==> config.mk <==
export PLATFORM = sky130hd
export DESIGN_NAME = imc_seq_ctrl
export DESIGN_NICKNAME = d
export VERILOG_FILES = /design/src/rtl/imc_seq_ctrl.sv
export SDC_FILE = /design/constraint.sdc
export NUM_CORES = 1
export LEC_CHECK = 0
export ABC_AREA = 1
export BUFFER_PORTS_ARGS = -buffer_cell sky130_fd_sc_hd__buf_2
export CAP_MARGIN = 25
export CORE_AREA = 2 2 120 122
export CTS_BUF_LIST = sky130_fd_sc_hd__clkbuf_8 sky130_fd_sc_hd__clkbuf_16
export DETAILED_ROUTE_END_ITERATION = 10
export DIE_AREA = 0 0 122 124
export MAX_ROUTING_LAYER = met4
export PLACE_DENSITY = 0.81
export SLEW_MARGIN = 15
export SYNTH_ARGS = -nofsm -noshare
export SYNTH_HDL_FRONTEND = slang
export SYNTH_SLANG_ARGS = --single-unit
export TNS_END_PERCENT = 30
==> constraint.sdc <==
create_clock -name clk -period 2.1 [get_ports clk]
set_input_delay 0.105 -clock clk [delete_from_list [all_inputs] [get_ports clk]]
set_output_delay 0.105 -clock clk [all_outputs]
set_load 0.01 [all_outputs]
==> src/rtl/imc_seq_ctrl.sv <==
// imc_seq_ctrl: command sequencer for the IMC macro.
// Accepts one job per command (optional 4-beat load of x vector + weight
// banks, then read, MAC and result capture) and returns the 14-bit result
// over a valid/ready port.
// Ports:
//   clk, rst                  clock, async active-low reset
//   cmd_valid/cmd_ready/cmd_load   job request handshake
//   din_valid/din_ready/din_x/din_w load beat handshake and payload
//   write_en/read_en/mac_en/bankde/Wxin/Wwbank  registered imc controls
//   result                    imc result input
//   res_valid/res_ready/res_data   result handshake
//   err                       pulse: compute-only job with nothing loaded
//   busy                      controller not idle
module imc_seq_ctrl #(
  parameter int unsigned RD_LAT  = 1,
  parameter int unsigned MAC_LAT = 2
) (
  input  logic             clk,
  input  logic             rst,
  input  logic             cmd_valid,
  output logic             cmd_ready,
  input  logic             cmd_load,
  input  logic             din_valid,
  output logic             din_ready,
  input  logic [15:0][3:0] din_x,
  input  logic [15:0][3:0] din_w,
  output logic             write_en,
  output logic             read_en,
  output logic             mac_en,
  output logic [1:0]       bankde,
  output logic [15:0][3:0] Wxin,
  output logic [15:0][3:0] Wwbank,
  input  logic [13:0]      result,
  output logic             res_valid,
  input  logic             res_ready,
  output logic [13:0]      res_data,
  output logic             err,
  output logic             busy
);

  localparam int unsigned CNT_W     = 4;
  localparam int unsigned BEAT_W    = 3;
  localparam int unsigned NUM_BEATS = 4;

  typedef enum logic [2:0] {
    IDLE, LOAD, READ, RWAIT, MAC, MWAIT, DONE
  } state_t;

  state_t              state_q, state_d;
  logic [BEAT_W-1:0]   beat_q, beat_d;
  logic [CNT_W-1:0]    cnt_q, cnt_d;
  logic                loaded_q, loaded_d;

  logic                cmd_ready_d, din_ready_d, write_en_d, read_en_d;
  logic                mac_en_d, res_valid_d, err_d, busy_d;
  logic [1:0]          bankde_d;
  logic [15:0][3:0]    wxin_d, wwbank_d;
  logic [13:0]         res_data_d;

  // State and registered outputs
  always_ff @(posedge clk or negedge rst) begin
    if (!rst) begin
      state_q   <= IDLE;
      beat_q    <= '0;
      cnt_q     <= '0;
      loaded_q  <= 1'b0;
      cmd_ready <= 1'b1;
      din_ready <= 1'b0;
      write_en  <= 1'b0;
      read_en   <= 1'b0;
      mac_en    <= 1'b0;
      bankde    <= '0;
      Wxin      <= '0;
      Wwbank    <= '0;
      res_valid <= 1'b0;
      res_data  <= '0;
      err       <= 1'b0;
      busy      <= 1'b0;
    end else begin
      state_q   <= state_d;
      beat_q    <= beat_d;
      cnt_q     <= cnt_d;
      loaded_q  <= loaded_d;
      cmd_ready <= cmd_ready_d;
      din_ready <= din_ready_d;
      write_en  <= write_en_d;
      read_en   <= read_en_d;
      mac_en    <= mac_en_d;
      bankde    <= bankde_d;
      Wxin      <= wxin_d;
      Wwbank    <= wwbank_d;
      res_valid <= res_valid_d;
      res_data  <= res_data_d;
      err       <= err_d;
      busy      <= busy_d;
    end
  end

  // Next-state and next-output logic
  always_comb begin
    state_d    = state_q;
    beat_d     = beat_q;
    cnt_d      = cnt_q;
    loaded_d   = loaded_q;
    write_en_d = 1'b0;
    err_d      = 1'b0;
    bankde_d   = bankde;
    wxin_d     = Wxin;
    wwbank_d   = Wwbank;
    res_data_d = res_data;

    unique case (state_q)
      IDLE: begin
        if (cmd_valid) begin
          if (cmd_load) begin
            state_d = LOAD;
            beat_d  = '0;
          end else if (loaded_q) begin
            state_d = READ;
          end else begin
            err_d = 1'b1;
          end
        end
      end
      LOAD: begin
        // beat_q parks at NUM_BEATS for one cycle so read_en follows
        // the last write_en pulse rather than overlapping it
        if (beat_q == BEAT_W'(NUM_BEATS)) begin
          state_d = READ;
        end else if (din_valid) begin
          write_en_d = 1'b1;
          bankde_d   = beat_q[1:0];
          wxin_d     = din_x;
          wwbank_d   = din_w;
          beat_d     = beat_q + BEAT_W'(1);
          if (beat_q == BEAT_W'(NUM_BEATS - 1)) loaded_d = 1'b1;
        end
      end
      READ: begin
        if (RD_LAT == 0) begin
          state_d = MAC;
        end else begin
          state_d = RWAIT;
          cnt_d   = CNT_W'(1);
        end
      end
      RWAIT: begin
        if (cnt_q >= CNT_W'(RD_LAT)) state_d = MAC;
        else if (cnt_q != '1)        cnt_d   = cnt_q + CNT_W'(1);
      end
      MAC: begin
        state_d = MWAIT;
        cnt_d   = CNT_W'(1);
      end
      MWAIT: begin
        if (cnt_q >= CNT_W'(MAC_LAT)) begin
          res_data_d = result;
          state_d    = DONE;
        end else if (cnt_q != '1) begin
          cnt_d = cnt_q + CNT_W'(1);
        end
      end
      DONE: begin
        if (res_ready) state_d = IDLE;
      end
      default: state_d = IDLE;
    endcase

    // Level outputs and one-shot strobes follow the state being entered
    cmd_ready_d = (state_d == IDLE);
    busy_d      = (state_d != IDLE);
    din_ready_d = (state_d == LOAD) && (beat_d < BEAT_W'(NUM_BEATS));
    read_en_d   = (state_d == READ);
    mac_en_d    = (state_d == MAC);
    res_valid_d = (state_d == DONE);
  end

endmodule

==> run summary, run 1 <==
Status - finished, final reports clean
Crit Path Category - register to register
Sequential area share after synthesis - 0.6358
Fmax - 552.1 MHz
Antenna violations before repair - 0
Total CTS buffers - 17
Commonest non-fill, non-tap cells in the layout - nand2_1 (417), buf_2 (298), dfrtp_1 (162)
I/O Pins - 300
Hold/Removal Path Class - input port to register
Commonest non-fill, non-tap cell in the layout - nand2_1
Setup crit start kind - register
First-pass iteration count of the detailed router - 5
Starting Density - 0.4678
Share of post-route cells with drive strength above 1 - 0.3117
Fin crit share - 0.8626
Leak - 5.728 nW
Area of the die - 15,130 um^2
M1 GR Usage - 0.3076
Wire length per cell - 15.89 um
Final setup TNS - 0 ns
CTS root buffer - clkbuf_16
Final hold vios - 0
Hold_sp - res_ready
Yosys top cell by area - dfrtp_1
Worst VDD drop - 729.1 uV
First-pass GRT wire length - 32.66 mm
Die Ht - 124 um
Comb pwr share - 0.402
Yosys top cell area share - 0.6317
Post-DP HPWL - 11.82 mm
Via/cell ratio - 4.961
Global Route met3 Usage - 0.07738
Vias in the first global route - 6,789
Sequential power share - 0.391
Clk_skew - 0.009912 ns
Worst Path Max Fanout - 39
P&R area growth vs syn - 57.52%
Setup WS pre-CTS - 0.3255 ns
Gate Count Post-Synth - 703
Drt drc - 0
H-Tree Depth - 4
NumNets Final - 1,300
Largest net degree at the start of global routing - 66
Max Cap Viol - 0
Syn nets - 858
Synthesized area - 6417 um^2
Ant diodes - 0
Crit path capture type - register
Sw frac - 0.3952
Crit path required time - 2.44 ns
Clk Latency, worst-skew pair - 0.41 ns
Core area - 13,720 um^2
Cts repair resizes - 0
Reg-to-reg critical path startpoint - beat_q[0]
Slew Viols, Final - 0
Ranking of synthesized cells by area - dfrtp_1 (63%), nand2_1 (24%), mux2_2 (2.5%)
Worst-margin pin slew - 0.4765 ns
Worst Path Arrival - 2.15 ns
GR Overflow Total - 0
Crit path from - beat_q[0]
Final-report setup violation count - 0
Iter 0 DRT Violations - 516
Yosys warnings - 0
Switch Pwr - 5.612 mW
Met2 Track Usage GR - 0.4948
Final Cell Area - 10,110 um^2
Final Critical Period - 1.811 ns
I/O Buffers - 299
DP Area - 8088 um^2
RD Place Congestion - 0.7929
Slew headroom - 0.6823
Clock Pin Slew Worst Setup and Hold Paths - 0.06 ns
Yosys cell types - 21
Gr usage total - 0.2882
RSZ-0062 raised after global routing - false
Final Worst Setup Slack - 0.2886 ns
Remaining antenna violation count - 0
Via count - 6,638
Longest Clk Path Bufs - 2
GRT Max-Usage Layer - met2
CTS tree - built
# clock sinks - 163
Int Pwr - 8.589 mW
Post-Route WL - 21.26 mm
Pwr dens - 1405 nW/um^2
Design Power - 14.20 mW
Syn avg cell area - 9.129 um^2
Die width - 122 um
FP Rows - 43
Clk pwr share - 0.208
Synthesis-stage register bit count - 163
==> cell type report <==
cell class,instances,area [um^2]
clock buffer,18,439.2
multi-input combinational,486,2044
sequential,163,4080
fill,889,3611
clock inverter,14,130.1
inverter,24,92.59
tap,180,225.2
timing repair buffer,453,3097
==> power by group through the flow <==
stage                     logic (mW)  registers (mW)  clock network (mW)
after floorplan                 2.39            6.07                   0
after global placement          5.12            5.43                   0
after detailed placement        5.29            5.44                   0
after CTS                       5.52            5.44                3.01
after global routing            6.33            5.68                3.15
final                           5.70            5.55                2.95
==> sequential cells by signal (all words and copies together), names as in the netlist <==
| signal | cells |
|---|---|
| Wwbank | 64 |
| Wxin | 64 |
| res_data | 14 |
| cnt_q | 4 |
| beat_q | 3 |
| state_q | 3 |
| bankde | 2 |
| busy | 1 |
| cmd_ready | 1 |
| din_ready | 1 |
| err | 1 |
| loaded_q | 1 |
| mac_en | 1 |
| read_en | 1 |
| res_valid | 1 |
| write_en | 1 |
==> path summary, 6_finish.rpt <==
kind                              end  slack (ns)  cells after the start
min                         res_valid        0.05                      4
max                          Wxin[50]        0.29                     10
max reg2reg                  Wxin[50]        0.29                     10
max in group asynchronous   cmd_ready        1.25                      3
min in group asynchronous  Wwbank[41]        0.20                      2
min reg2reg                Wwbank[26]        0.47                      2
==> repair_timing <==
item / in CTS / in global routing
setup endpoints to repair: 0 / 0
buffers inserted: 0 / 0
hold endpoints to repair: 187 / 0
hold buffers: 145 / 0
==> routing by layer <==
| metal | vias to the layer above | wire (um) |
|---|---|---|
| met4 | 0 | 813 |
| met3 | 85 | 1831 |
| met1 | 3144 | 7735 |
| met5 | - | 0 |
| met2 | 393 | 10880 |
| li1 | 3016 | - |
==> critical path, stage by stage, from the launching register on <==
cell and delay, ns:
dfrtp_1 0.38, inv_1 0.06, ha_1 0.19, nand2_1 0.08
inv_1 0.07, nor2_1 0.20, nand2_4 0.11, inv_4 0.20
buf_12 0.23, nand2_1 0.11, nand2_1 0.10
==> stage by stage <==
step	utilization	hold slack, ns	cells
final	0.7368	0.05019	1338
after global placement	0.5895	0.07005	1161
after global routing	0.7368	0.06395	1338
after detailed placement	0.5895	0.06855	1161
after CTS	0.7368	0.03523	1338
after floorplan	-	-0.1906	703
==> synthesized netlist by cell type <==
cell and n:
dfstp_2 1, inv_1 22, ha_1 7, dfrtp_1 162, nor2_1 21, buf_6 10
buf_2 15, mux2_2 14, clkbuf_2 1, nand2_1 417, nor2_2 1, clkbuf_1 4
nand2_2 2, and3_1 1, nor4b_1 1, a21oi_1 5, a31o_2 1, nand3b_1 1
inv_2 2, nand3_1 10, o21ai_0 5
==> logic make-up after synthesis <==
kind of cell | count (synthesis) | share of synthesized area
and+or+nand+nor | 454 | 0.2704
DFF | 163 | 0.6358
buffers and inverters | 54 | 0.04640
muxes | 14 | 0.02457
AOI/OAI and AO/OA | 11 | 0.009163
adders and majority gates | 7 | 0.01365
(Power assumes the default switching activity.)
==> run 2, diff against run 1 <==
- BUFFER_PORTS_ARGS: -buffer_cell sky130_fd_sc_hd__buf_2 -> not set
- CORE_AREA: 2 2 120 122 -> 2 2 117 119
- DIE_AREA: 0 0 122 124 -> 0 0 119 121
- DONT_BUFFER_PORTS: not set -> 1
- PLACE_DENSITY: 0.81 -> 0.65
- TNS_END_PERCENT: 30 -> not set
==> run 2 against run 1 <==
  * Hold slack worse by 0.67 ns
  * Sequential power rose by 17%
  * Maximum frequency fell by 2.1%
  * Critical path type unchanged
  * Routed wire length is 23% lower
  * Worst setup slack worse by 0.040 ns
  * Highest routed layer unchanged
  * Non-clock buffer count down 304
  * Sequential share of layout area increased by 7.2 points
  * Combinational power fell by 46%
  * Global-route usage shrank 5.1 points
  * The flow now finishes with violations (negative hold slack)
  * Critical path depth unchanged
  * Register-to-register slack got worse by 0.04 ns
==> run summary, run 2 (synthesis gave the netlist of run 1 again) <==
NumNets Final - 996 (-23%)
RD Place Congestion - 0.8245 (+4.0%)
Share of post-route cells with drive strength above 1 - 0.06103 (-0.2507)
I/O Buffers - 0 (-100%)
Crit path capture type - register
Worst-margin pin slew - 0.6126 ns (+0.1361 ns)
Crit path required time - 2.44 ns (about the same)
Worst Path Max Fanout - 37 (-5.1%)
I/O Pins - 300 (unchanged)
Wire length per cell - 15.94 um (+0.30%)
Core area - 13,090 um^2 (-4.6%)
Max Cap Viol - 0 (unchanged)
Remaining antenna violation count - 0 (unchanged)
Slew headroom - 0.5916 (-0.09071)
Crit Path Category - register to register
Total CTS buffers - 17 (unchanged)
Vias in the first global route - 5,278 (-22%)
Worst Path Arrival - 2.19 ns (+0.04 ns)
RSZ-0062 raised after global routing - false
Crit path from - beat_q[0]
Leak - 4.483 nW (-22%)
Status - finished, violations left
Die width - 119 um (-2.5%)
Largest net degree at the start of global routing - 164 (+150%)
Hold Buf Count CTS - 145 (unchanged)
Commonest non-fill, non-tap cell in the layout - nand2_1
Drt drc - 0 (unchanged)
Post-route insts no fill - 1,028 (-23%)
Critical path cell sequence - inv_1, ha_1, nand2_1, inv_1, nor2_1, nand2_4, inv_4, buf_12, nand2_1, nand2_1
First-pass iteration count of the detailed router - 5 (unchanged)
Clk_skew - 0.01161 ns (+0.001698 ns)
Ant diodes - 0 (unchanged)
Design Power - 12.72 mW (-10%)
Final hold vios - 163 (+163)
Layout filler cell count - 938 (+5.5%)
Worst reg-to-reg setup slack - 0.25 ns (-0.04 ns)
CTS tree - built
Post-CTS Setup Bufs - 0 (unchanged)
Slew Viols, Final - 0 (unchanged)
Final-report setup violation count - 0 (unchanged)
Fin crit share - 0.8814 (+0.01884)
First-pass GRT wire length - 26.05 mm (-20%)
Worst Hold Slack - -0.6162 ns (-0.6664 ns)
Clk Latency, worst-skew pair - 0.42 ns (about the same)
Slowest-stage cell, CP - dfrtp_1
Post-DP HPWL - 9.792 mm (-17%)
Finished Core Util - 0.6554 (-0.08142)
Cell repeated most along the worst path - nand2_1
Commonest non-fill, non-tap cells in the layout - nand2_1 (417), dfrtp_1 (162), dlygate4sd3_1 (145)
Area of the die - 14,400 um^2 (-4.8%)
Iter 0 DRT Violations - 327 (-37%)
# clock sinks - 163 (unchanged)
Failing checks - negative hold slack
H-Tree Depth - 4 (unchanged)
Worst VDD drop - 826.0 uV (+13%)
Clock Pin Slew Worst Setup and Hold Paths - 0.06 ns (about the same)
Die Ht - 121 um (-2.4%)
Via count - 5,095 (-23%)
FP Rows - 42 (-2.3%)
Post-Route WL - 16.39 mm (-23%)
Pwr dens - 1483 nW/um^2 (+5.6%)
Fmax - 540.3 MHz (-2.1%)
Regs by FF count - Wwbank (64), Wxin (64), res_data (14)
Reg-to-reg critical path startpoint - beat_q[0]
R2R Path End - Wwbank[5]
Longest Clk Path Bufs - 2 (unchanged)
Cts repair resizes - 0 (unchanged)
Worst r2r path cells - 10 (unchanged)
Dpl cells - 853 (-27%)
Starting Density - 0.4904 (+0.02268)
Gr usage total - 0.2372 (-0.05097)
Final Critical Period - 1.851 ns (+0.03957 ns)
CTS root buffer - clkbuf_16
Setup crit start kind - register
Final setup TNS - 0 ns (unchanged)
GR Overflow Total - 0 (unchanged)
Via/cell ratio - 4.956 (about the same)
P&R area growth vs syn - 33.63%
Antenna violations before repair - 0 (unchanged)
Slowest stage delay, CP - 0.38 ns (about the same)
Hold/Removal Path Class - input port to async pin
[run 2: cell count changes in the layout (fill, tap and decap cells not counted), moves of 2 or more]
cell	delta
inv_1	+3
clkinv_4	-3
buf_12	-2
buf_4	-3
clkinvlp_4	-2
bufinv_16	+3
buf_2	-298
inv_6	-2
[run 2: worst max path at each step]
stage	endpoint	slack (ns)
6_report	Wwbank[5]	0.25
5_1_grt	Wwbank[5]	0.11
4_1_cts	Wwbank[5]	0.25
3_5_place_dp	Wwbank[5]	0.27
3_3_place_gp	Wwbank[39]	0.33
2_1_floorplan	res_data[10]	0.52
[run 2: layout make-up]
class | count | area (um^2) | area share
clock buffers | 18 | 439.2 | 0.05121
clock inverters | 12 | 167.7 | 0.01955
inverters | 24 | 92.59 | 0.01080
multi-input cells | 486 | 2044 | 0.2384
flip-flops and latches | 163 | 4080 | 0.4758
well taps | 176 | 220.2 | 0.02568
repair buffers | 149 | 1531 | 0.1786
[run 2: worst max-delay path: cells and delay by family, from the launching register on]
| kind | cells | cell delay [ns] |
|---|---|---|
| buffers and inverters | 4 | 0.62 |
| AND/OR/NAND/NOR | 5 | 0.56 |
| flip-flops | 1 | 0.38 |
| adder cells (fa/ha/maj) | 1 | 0.19 |
[run 2: report_power, final]
group	switching, mW	internal (mW)	leakage (nW)
logic	1.84	1.25	2.16
clock network	1.15	1.99	0.309
registers	1.85	4.64	2.01
[run 2: through the flow]
| step | setup WS, ns | area (um^2) | hold WS [ns] |
|---|---|---|---|
| after floorplan | 0.5235 | 6417 | -0.1906 |
| after global placement | 0.3267 | 6518 | -0.1874 |
| after detailed placement | 0.2706 | 6518 | -0.1863 |
| after CTS | 0.2538 | 8576 | -0.6354 |
| after global routing | 0.1105 | 8576 | -0.6475 |
| final | 0.2490 | 8576 | -0.6162 |
[run 2: metal layers]
| layer | routed length, um | vias to the layer above | track usage |
|---|---|---|---|
| met2 | 8520 | 242 | 0.4080 |
| met5 | 0 | - | - |
| met1 | 6329 | 2434 | 0.2588 |
| li1 | - | 2394 | - |
| met3 | 1270 | 25 | 0.07190 |
| met4 | 265 | 0 | 0.09449 |
==> run 3, diff against run 2 <==
- MAX_ROUTING_LAYER: met4 -> not set
==> run 3 against run 2 <==
  * The run still ends with negative hold slack left
  * Utilization did not move
  * Final cell count did not move
  * Register-to-register slack barely moved
  * Sequential power barely moved
  * Power barely moved
  * Highest routed layer unchanged
  * Design area did not move
  * Routed wire length barely moved
  * Critical path depth fell by 1
  * Clock-buffer cell count did not move
  * Worst setup slack got worse by 0.011 ns
  * Die area did not move
==> run summary, run 3 (synthesis gave the netlist of run 1 again) <==
I/O Pins - 300 (unchanged)
Clk Latency, worst-skew pair - 0.42 ns (about the same)
Finished Core Util - 0.6554 (unchanged)
Regs by FF count - Wwbank (64), Wxin (64), res_data (14)
First-pass GRT wire length - 26.00 mm (-0.18%)
Total CTS buffers - 17 (unchanged)
Gr usage total - 0.2302 (-0.007067)
Hold/Removal Path Class - input port to async pin
Post-Route WL - 16.37 mm (about the same)
Post-DP HPWL - 9.792 mm (unchanged)
Longest Clk Path Bufs - 2 (unchanged)
Via/cell ratio - 4.988 (+0.65%)
Worst VDD drop - 824.1 uV (-0.22%)
Share of post-route cells with drive strength above 1 - 0.06103 (unchanged)
NumNets Final - 996 (unchanged)
GR Overflow Total - 0 (unchanged)
Failing checks - negative hold slack
Worst-margin pin slew - 0.6332 ns (+0.02062 ns)
P&R area growth vs syn - 33.63% (unchanged)
Leak - 4.483 nW (unchanged)
Commonest non-fill, non-tap cell in the layout - nand2_1
Commonest non-fill, non-tap cells in the layout - nand2_1 (417), dfrtp_1 (162), dlygate4sd3_1 (145)
Final hold vios - 163 (unchanged)
# clock sinks - 163 (unchanged)
FP Rows - 42 (unchanged)
RD Place Congestion - 0.8125 (-1.5%)
CTS root buffer - clkbuf_16
CTS tree - built
Worst Path Arrival - 2.15 ns (-0.04 ns)
Worst Path Max Fanout - 131 (+250%)
Crit Path Category - register to register
I/O Buffers - 0 (unchanged)
Pwr dens - 1483 nW/um^2 (about the same)
Remaining antenna violation count - 0 (unchanged)
Layout filler cell count - 938 (unchanged)
Hold Buf Count CTS - 145 (unchanged)
RSZ-0062 raised after global routing - false
Cts repair resizes - 0 (unchanged)
Crit path required time - 2.39 ns (-0.05 ns)
Final Critical Period - 1.862 ns (+0.01111 ns)
Worst Hold Slack - -0.6148 ns (+0.001377 ns)
Clock Pin Slew Worst Setup and Hold Paths - 0.06 ns (about the same)
Fin crit share - 0.8867 (+0.005289)
Largest net degree at the start of global routing - 164 (unchanged)
Drt drc - 0 (unchanged)
Via count - 5,128 (+0.65%)
Die width - 119 um (unchanged)
Area of the die - 14,400 um^2 (unchanged)
Post-route insts no fill - 1,028 (unchanged)
Dpl cells - 853 (unchanged)
Iter 0 DRT Violations - 298 (-8.9%)
Vias in the first global route - 5,279 (+0.019%)
Worst reg-to-reg setup slack - 0.24 ns (about the same)
Crit path capture type - register
Status - finished, violations left
H-Tree Depth - 4 (unchanged)
First-pass iteration count of the detailed router - 5 (unchanged)
Fmax - 537.0 MHz (-0.60%)
Slew headroom - 0.5779 (-0.01375)
Starting Density - 0.4904 (unchanged)
Final setup TNS - 0 ns (unchanged)
Ant diodes - 0 (unchanged)
Antenna violations before repair - 0 (unchanged)
Wire length per cell - 15.93 um (about the same)
Core area - 13,090 um^2 (unchanged)
Final-report setup violation count - 0 (unchanged)
Post-CTS Setup Bufs - 0 (unchanged)
Die Ht - 121 um (unchanged)
Setup crit start kind - register
Slew Viols, Final - 0 (unchanged)
Clk_skew - 0.01129 ns (-0.0003165 ns)
Max Cap Viol - 0 (unchanged)
run 3: cell counts in the layout (fill, tap and decap cells not counted):
No cell type changed its count.
run 3: final cells by class:
cell class	count	area, um^2	share of cell area
Clock buffer	18	439.2	0.05121
Timing Repair Buffer	149	1531	0.1786
Tap cell	176	220.2	0.02568
Multi-Input combinational cell	486	2044	0.2384
Inverter	24	92.59	0.01080
Clock inverter	12	167.7	0.01955
Sequential cell	163	4080	0.4758
run 3: power breakdown:
| group | internal, mW | switching [mW] | leakage, nW | total, mW |
|---|---|---|---|---|
| clock | 1.99 | 1.15 | 0.309 | 3.14 |
| combinational | 1.25 | 1.84 | 2.16 | 3.09 |
| sequential | 4.64 | 1.85 | 2.01 | 6.49 |
run 3: final timing paths:
check,startpoint,endpoint,cells after the start
hold / removal,rst,Wwbank[8],0
setup reg to reg,beat_q[0],Wwbank[5],9
max in group asynchronous,rst,Wxin[55],0
min in group clk,din_valid,beat_q[2],4
setup / recovery,beat_q[0],Wwbank[5],9
hold reg to reg,cnt_q[3],cnt_q[3],2
run 3: stage by stage:
step | setup slack (ns) | hold slack (ns) | total power, mW | instance area (um^2)
after global placement | 0.3267 | -0.1874 | 9.098 | 6518
after CTS | 0.2538 | -0.6354 | 12.71 | 8576
after detailed placement | 0.2706 | -0.1863 | 9.292 | 6518
after global routing | 0.1104 | -0.6475 | 13.55 | 8576
final | 0.2379 | -0.6148 | 12.72 | 8576
after floorplan | 0.5235 | -0.1906 | 8.462 | 6417
run 3: worst max-delay path, stage by stage (launching register included):
cell,delay [ns]
dfrtp_1,0.38
inv_1,0.06
ha_1,0.19
nand2_1,0.08
inv_1,0.06
nor2_1,0.20
nand2_4,0.10
buf_12,0.21
nand2_1,0.19
nand2_1,0.09
run 3: layer usage:
layer | GRT usage | routed length (um)
met3 | 0.07989 | 1375
met4 | 0.09673 | 334
met5 | 0 | 0
met1 | 0.2524 | 6197
met2 | 0.4066 | 8465
